==> config.mk <==
export PLATFORM = sky130hd
export DESIGN_NAME = mmu_walk_arbiter_flat
export DESIGN_NICKNAME = d
export VERILOG_FILES = /design/src/rtl/mmu_walk_arbiter_if.sv /design/src/rtl/mmu_walk_arbiter.sv /design/src/flat_wrapper.sv
export SDC_FILE = /design/constraint.sdc
export NUM_CORES = 1
export LEC_CHECK = 0
export CORE_MARGIN = 2
export CORE_UTILIZATION = 34
export CTS_BUF_LIST = sky130_fd_sc_hd__clkbuf_4 sky130_fd_sc_hd__clkbuf_8
export DETAILED_ROUTE_END_ITERATION = 12
export GPL_TIMING_DRIVEN = 0
export PLACE_DENSITY_LB_ADDON = 0.08
export SYNTH_ARGS = -nofsm -noshare
export SYNTH_HDL_FRONTEND = slang
export SYNTH_SLANG_ARGS = --single-unit
export TNS_END_PERCENT = 20
==> constraint.sdc <==
create_clock -name clk -period 2.3 [get_ports clk]
set_input_delay 0.23 -clock clk [delete_from_list [all_inputs] [get_ports clk]]
set_output_delay 0.23 -clock clk [all_outputs]
set_load 0.02 [all_outputs]
==> src/rtl/mmu_walk_arbiter_if.sv <==
// Wishbone classic read-only bus between the walk arbiter (master) and the system bus (slave).
interface mmu_walk_arbiter_if;
  logic        cyc;
  logic        stb;
  logic [29:0] addr;
  logic [3:0]  sel;
  logic        we;
  logic [31:0] din;
  logic        ack;
  logic        err;

  modport master (output cyc, stb, addr, sel, we, input din, ack, err);
  modport slave  (input cyc, stb, addr, sel, we, output din, ack, err);
endinterface

==> src/rtl/mmu_walk_arbiter.sv <==
// Round-robin arbiter placing the I-side and D-side page walkers onto one Wishbone read master;
// bus errors and timeouts come back as a zero (not-present) entry plus a fault pulse.
//
// state  | meaning
// S_IDLE | no bus cycle; sample both ren inputs and pick a winner
// S_BUS  | wb_cyc/wb_stb high; waiting for err, ack or timeout
// S_RESP | pX_ack/fault pulse cycle; requesters are not sampled here
module mmu_walk_arbiter #(
  parameter int TIMEOUT = 256,
  parameter int TO_BITS = 9
) (
  input  logic                clk,
  input  logic                rst,
  input  logic                p0_ren,
  input  logic [31:0]         p0_addr,
  output logic                p0_ack,
  output logic [31:0]         p0_data,
  input  logic                p1_ren,
  input  logic [31:0]         p1_addr,
  output logic                p1_ack,
  output logic [31:0]         p1_data,
  mmu_walk_arbiter_if.master  wb,
  output logic                fault,
  output logic [31:0]         fault_addr
);

  typedef enum logic [1:0] {S_IDLE, S_BUS, S_RESP} state_t;

  localparam logic [TO_BITS-1:0] CNT_LAST = TO_BITS'(TIMEOUT - 1);

  state_t             state, state_nxt;
  logic               grant, grant_nxt;
  logic               last_grant, last_grant_nxt;
  logic               abandon, abandon_nxt;
  logic               cyc, cyc_nxt;
  logic [TO_BITS-1:0] cnt, cnt_nxt;
  logic [29:0]        addr_q, addr_nxt;
  logic               p0_ack_nxt, p1_ack_nxt, fault_nxt;
  logic [31:0]        p0_data_nxt, p1_data_nxt, fault_addr_nxt;

  logic               pick, grant_ren, done, bad;
  logic [31:0]        rdata;
  logic               unused_addr_lsb;

  assign unused_addr_lsb = ^{p0_addr[1:0], p1_addr[1:0]};

  always_comb begin
    pick      = (p0_ren && p1_ren) ? ~last_grant : p1_ren;
    grant_ren = grant ? p1_ren : p0_ren;
    done      = wb.err || wb.ack || (cnt == CNT_LAST);
    // err outranks a simultaneous ack, and a timeout has neither
    bad       = wb.err || !wb.ack;
    rdata     = bad ? 32'h0 : wb.din;
  end

  always_comb begin
    state_nxt      = state;
    grant_nxt      = grant;
    last_grant_nxt = last_grant;
    abandon_nxt    = abandon;
    cyc_nxt        = cyc;
    cnt_nxt        = cnt;
    addr_nxt       = addr_q;
    p0_ack_nxt     = 1'b0;
    p1_ack_nxt     = 1'b0;
    p0_data_nxt    = 32'h0;
    p1_data_nxt    = 32'h0;
    fault_nxt      = 1'b0;
    fault_addr_nxt = fault_addr;

    case (state)
      S_IDLE: begin
        if (p0_ren || p1_ren) begin
          grant_nxt      = pick;
          last_grant_nxt = pick;
          addr_nxt       = pick ? p1_addr[31:2] : p0_addr[31:2];
          cyc_nxt        = 1'b1;
          abandon_nxt    = 1'b0;
          cnt_nxt        = '0;
          state_nxt      = S_BUS;
        end
      end
      S_BUS: begin
        cnt_nxt = cnt + TO_BITS'(1);
        // a walker that lets go keeps the bus cycle alive but forfeits the response
        if (!grant_ren) abandon_nxt = 1'b1;
        if (done) begin
          cyc_nxt   = 1'b0;
          state_nxt = S_RESP;
          fault_nxt = bad;
          if (bad) fault_addr_nxt = {addr_q, 2'b00};
          if (!abandon && grant_ren) begin
            if (grant) begin
              p1_ack_nxt  = 1'b1;
              p1_data_nxt = rdata;
            end else begin
              p0_ack_nxt  = 1'b1;
              p0_data_nxt = rdata;
            end
          end
        end
      end
      S_RESP: state_nxt = S_IDLE;
      default: state_nxt = S_IDLE;
    endcase
  end

  always_ff @(posedge clk) begin
    if (rst) begin
      state      <= S_IDLE;
      grant      <= 1'b0;
      last_grant <= 1'b1;
      abandon    <= 1'b0;
      cyc        <= 1'b0;
      cnt        <= '0;
      addr_q     <= '0;
      p0_ack     <= 1'b0;
      p1_ack     <= 1'b0;
      p0_data    <= 32'h0;
      p1_data    <= 32'h0;
      fault      <= 1'b0;
      fault_addr <= 32'h0;
    end else begin
      state      <= state_nxt;
      grant      <= grant_nxt;
      last_grant <= last_grant_nxt;
      abandon    <= abandon_nxt;
      cyc        <= cyc_nxt;
      cnt        <= cnt_nxt;
      addr_q     <= addr_nxt;
      p0_ack     <= p0_ack_nxt;
      p1_ack     <= p1_ack_nxt;
      p0_data    <= p0_data_nxt;
      p1_data    <= p1_data_nxt;
      fault      <= fault_nxt;
      fault_addr <= fault_addr_nxt;
    end
  end

  assign wb.cyc  = cyc;
  assign wb.stb  = cyc;
  assign wb.sel  = {4{cyc}};
  assign wb.we   = 1'b0;
  assign wb.addr = addr_q;

endmodule

==> src/flat_wrapper.sv <==
// flat-port wrapper written by rule: the top's interface ports become plain ports
module mmu_walk_arbiter_flat 
#(
  parameter int TIMEOUT = 256,
  parameter int TO_BITS = 9
)
  (clk, rst, p0_ren, p0_addr, p0_ack, p0_data, p1_ren, p1_addr, p1_ack, p1_data, fault, fault_addr, wb_cyc, wb_stb, wb_addr, wb_sel, wb_we, wb_din, wb_ack, wb_err);
  mmu_walk_arbiter_if wb_i ();
  input  logic clk;
  input  logic rst;
  input  logic p0_ren;
  input  logic [31:0] p0_addr;
  output logic p0_ack;
  output logic [31:0] p0_data;
  input  logic p1_ren;
  input  logic [31:0] p1_addr;
  output logic p1_ack;
  output logic [31:0] p1_data;
  output logic fault;
  output logic [31:0] fault_addr;
  output wire logic [$bits(wb_i.cyc)-1:0] wb_cyc;
  output wire logic [$bits(wb_i.stb)-1:0] wb_stb;
  output wire logic [$bits(wb_i.addr)-1:0] wb_addr;
  output wire logic [$bits(wb_i.sel)-1:0] wb_sel;
  output wire logic [$bits(wb_i.we)-1:0] wb_we;
  input wire logic [$bits(wb_i.din)-1:0] wb_din;
  input wire logic [$bits(wb_i.ack)-1:0] wb_ack;
  input wire logic [$bits(wb_i.err)-1:0] wb_err;
  assign wb_cyc = wb_i.cyc;
  assign wb_stb = wb_i.stb;
  assign wb_addr = wb_i.addr;
  assign wb_sel = wb_i.sel;
  assign wb_we = wb_i.we;
  assign wb_i.din = wb_din;
  assign wb_i.ack = wb_ack;
  assign wb_i.err = wb_err;
  mmu_walk_arbiter #(.TIMEOUT(TIMEOUT), .TO_BITS(TO_BITS)) u_core (.clk(clk), .rst(rst), .p0_ren(p0_ren), .p0_addr(p0_addr), .p0_ack(p0_ack), .p0_data(p0_data), .p1_ren(p1_ren), .p1_addr(p1_addr), .p1_ack(p1_ack), .p1_data(p1_data), .wb(wb_i), .fault(fault), .fault_addr(fault_addr));
endmodule
==> reports/qor.csv <==
metric,value,unit
Sw Ratio,0.2510,
fraction of registers with async set/reset,0,
leak pwr,3.009,nW
DIE AREA,0.01568,mm^2
filler cell count in the final layout,1309,
post-synthesis mux area share,0.06762,
1st-iter DRT viols,120,
Placer Congestion,0.7773,
fin crit period,2.150,ns
status,finished clean,
CTS Buffer Depth,2,
worst vdd ir,0.3696,mV
Core ar.,0.01442,mm^2
clk slew on worst S/H paths,0.08,ns
setup violators final,0,
antenna cell count,0,
worst-margin pin slew,0.6867,ns
Multi-input gate area,0.001928,mm^2
Yosys warning count,0,
Hold WS,0.3648,ns
skew final,0.008231,ns
switching power total,1.419,mW
Met1 Wirelength,5709,um
cells after synthesis,502,
Hold Path End,u_core.p1_data[30]$_SDFF_PP0_,
Worst R2R End,u_core.p1_data[6]$_SDFF_PP0_,
CTS Buf Count,17,
pins over their slew limit,0,
"Hold Violations, Final",0,
Post-CTS Hold Buffers,0,
Sink Count,142,
Clk network pwr share,0.383,
WS Path Type,flip-flop to flip-flop,
"Cell Chain, Critical Path","ha_2, nand3_1, nor3_2, ha_1, or3_4, nand4_4, nor4b_4, buf_4, buf_6, and2_1",
routed length per instance,14.24,um
# IOs,238,
TritonRoute pass-1 iters,4,
CP peak stage delay,0.37,ns
hold path depth,2,
Clock Latency Late Sink,0.44,ns
largest family of logic cells by synthesized area,simple AND/OR/NAND/NOR gates,
combinational power share,0.151,
Finished Core Util,0.5546,
Residual DRC,0,
Synth Area in Compound Gates,0.1064,
final WL,13540,um
Root Driver,clkbuf_8,
RSZ-0062 raised after global routing,false,
register area share after synthesis,0.5690,
Routed Antenna Nets,0,
Main synth FF type,dfxtp_1,
max_cap viols,0,
area grow syn2layout,60.11,%
row count,44,
Die Ht,125.2,um
register area,0.002845,mm^2
Hold WC Path Type,input port to flip-flop,
via count,4319,
r2r startpoint,u_core.cnt[0]$_SDFFE_PP0P_,
simple-gate share of the synthesized area,0.2021,
gr usage total,0.1693,
R2R cell count,10,
Post-Synth XOR/XNOR Area,0,
total length of routed met2 wires,6392,um
hpwl dp,10430,um
vias per cell,4.542,
Worst Path Max Fanout,10,
Yosys reg bits,142,
Slew headroom,0.5397,
Synth Area in Adders,0.005009,
Top Metal Used,met4,
initial antenna violation count,0,
critical path endpoint category,flip-flop,
syn_area_per_cell,9.952,um^2
Nets,859,
Crit-path slowest cell,dfxtp_2,
Post-synth EDFFs,0,
Die Wd,125.2,um
CTS tree,built,
PortBufs,229,
fmax,465.2,MHz
Hold Path Origin,wb_din[30],
largest net degree at the start of global routing,17,
first-pass GRT wire length,21040,um
Critical Path RT,2.68,ns
synthesized area,0.004996,mm^2
Power Dens Cells,706.9,mW/mm^2
initial core utilization,0.3464,
grt total ovfl,0,
Tot Pwr,5.654,mW
Internal Power,4.235,mW
count of cell types in the netlist,39,
share of cells above drive strength 1,0.09126,
period utilization,0.9347,
vias in the first global route,4174,
register share of total power,0.465,
startpoint type of the worst setup path,flip-flop,
H-Tree Depth,4,
R2R Setup Slk,0.15,ns
metal3 WL,1271,um
CP Data Arrival Time,2.53,ns
repair_timing:
item / CTS / global route
buffers inserted: 3 / 0
gates resized for setup: 3 / 6
pin swaps: 2 / 1
setup endpoints to repair: 79 / 90
flip-flops by register name (all words and copies together) (netlist names):
register / cells
u_core.p1_ack: 1
u_core.abandon: 1
u_core.p0_ack: 1
u_core.fault_addr: 30
u_core.p1_data: 32
u_core.p0_data: 32
u_core.grant: 1
u_core.state: 2
u_core.fault: 1
u_core.wb.cyc: 1
u_core.wb.addr: 30
u_core.cnt: 9
u_core.last_grant: 1
kinds of logic (layout without fill, tap and decap cells):
family	after synthesis	in the layout
mux	33	33
other cells	1	3
buf+inv	43	306
flops	142	142
compound gates	84	84
fa+ha+maj	2	2
simple gates	197	197
power groups by stage:
stage	Clock [mW]	Combinational, mW	Sequential (mW)
after floorplan	0	0.305	2.78
after global placement	0	0.852	2.68
after detailed placement	0	0.861	2.69
after CTS	2.22	0.866	2.63
after global routing	2.31	0.921	2.65
final	2.17	0.856	2.63
Yosys cell counts (2+ instances only):
library cell / n / area, um^2
a311oi_1: 2 / 17.52
buf_6: 6 / 67.56
inv_1: 4 / 15.01
and3_1: 2 / 12.51
nor2b_1: 3 / 18.77
nor4b_4: 2 / 47.55
and2_1: 64 / 400.4
o21a_1: 2 / 15.01
buf_2: 7 / 35.03
nand4_1: 2 / 12.51
nor3b_1: 2 / 15.01
a211oi_1: 32 / 240.2
nand3_1: 3 / 15.01
dfxtp_1: 142 / 2843
mux2i_1: 30 / 300.3
ha_1: 2 / 25.02
clkbuf_1: 17 / 63.81
a21oi_1: 36 / 180.2
nor2_1: 44 / 165.2
buf_4: 8 / 60.06
o21ai_0: 5 / 25.02
nor3_1: 3 / 15.01
nand2_1: 67 / 251.5
mux2_2: 2 / 22.52
worst max-delay path by stage:
| stage | depth (start not counted) | endpoint | slack, ns | startpoint |
|---|---|---|---|---|
| after global routing | 10 | u_core.p1_data[6]$_SDFF_PP0_ | 0.004 | u_core.cnt[0]$_SDFFE_PP0P_ |
| after CTS | 10 | u_core.p0_data[9]$_SDFF_PP0_ | 0.004 | u_core.cnt[1]$_SDFFE_PP0P_ |
| after detailed placement | 9 | u_core.p1_data[6]$_SDFF_PP0_ | -0.04 | u_core.cnt[0]$_SDFFE_PP0P_ |
| final | 10 | u_core.p1_data[6]$_SDFF_PP0_ | 0.15 | u_core.cnt[0]$_SDFFE_PP0P_ |
| after floorplan | 9 | u_core.p0_data[10]$_SDFF_PP0_ | 0.29 | u_core.cnt[0]$_SDFFE_PP0P_ |
| after global placement | 9 | u_core.fault_addr[7]$_SDFFE_PP0P_ | 0.003 | u_core.cnt[0]$_SDFFE_PP0P_ |
layer usage:
layer / vias up / track usage
met1: 1939 / 0.1938
met5: - / 0
met3: 17 / 0.06975
met2: 181 / 0.2855
met4: 0 / 0.05948
li1: 2182 / -
cell type report:
| class | instances | share of cell area |
|---|---|---|
| Sequential cell | 142 | 0.3557 |
| Tap cell | 184 | 0.02878 |
| Clock buffer | 20 | 0.03363 |
| Multi-Input combinational cell | 319 | 0.2410 |
| Buffer | 39 | 0.02909 |
| Inverter | 4 | 0.001877 |
| Clock inverter | 11 | 0.02049 |
| Timing Repair Buffer | 232 | 0.2894 |
through the flow:
step	std cells	setup slack, ns	area (um^2)	TNS, ns
after floorplan	504	0.2932	5004	0
after global placement	917	0.002671	7526	0
after detailed placement	917	-0.04231	7526	-0.8698
after CTS	951	0.004374	7986	0
after global routing	951	0.003824	7999	0
final	951	0.1502	7999	0
critical path: cells and delay by family, from the launching register on:
kind,cells,cell delay (ns)
flip-flops,1,0.37
AND/OR/NAND/NOR,6,1.02
buffers and inverters,2,0.31
adder cells (fa/ha/maj),2,0.38
placed cells by master (no fill, tap or decap), types with 2 or more instances in the layout:
master and instances:
bufinv_16 4, mux2i_1 30, mux2_2 2, a211oi_1 32, clkbuf_8 19, clkinvlp_4 2
dfxtp_2 2, o21ai_0 4, nor3b_1 2, conb_1 3, o21a_1 2, and3_1 2
buf_2 7, and2_1 64, clkbuf_2 2, nor2b_1 3, nand4_1 2, nand3_1 3
nor3_2 2, nor2_1 44, a311oi_1 2, buf_6 6, clkdlybuf4s50_1 229, nand2_1 67
a21oi_1 36, inv_1 4, nor3_1 2, dfxtp_1 140, nor4b_4 2, clkbuf_1 15
buf_4 11, clkinv_2 4
Note: power is estimated with default switching activity, not from simulation.
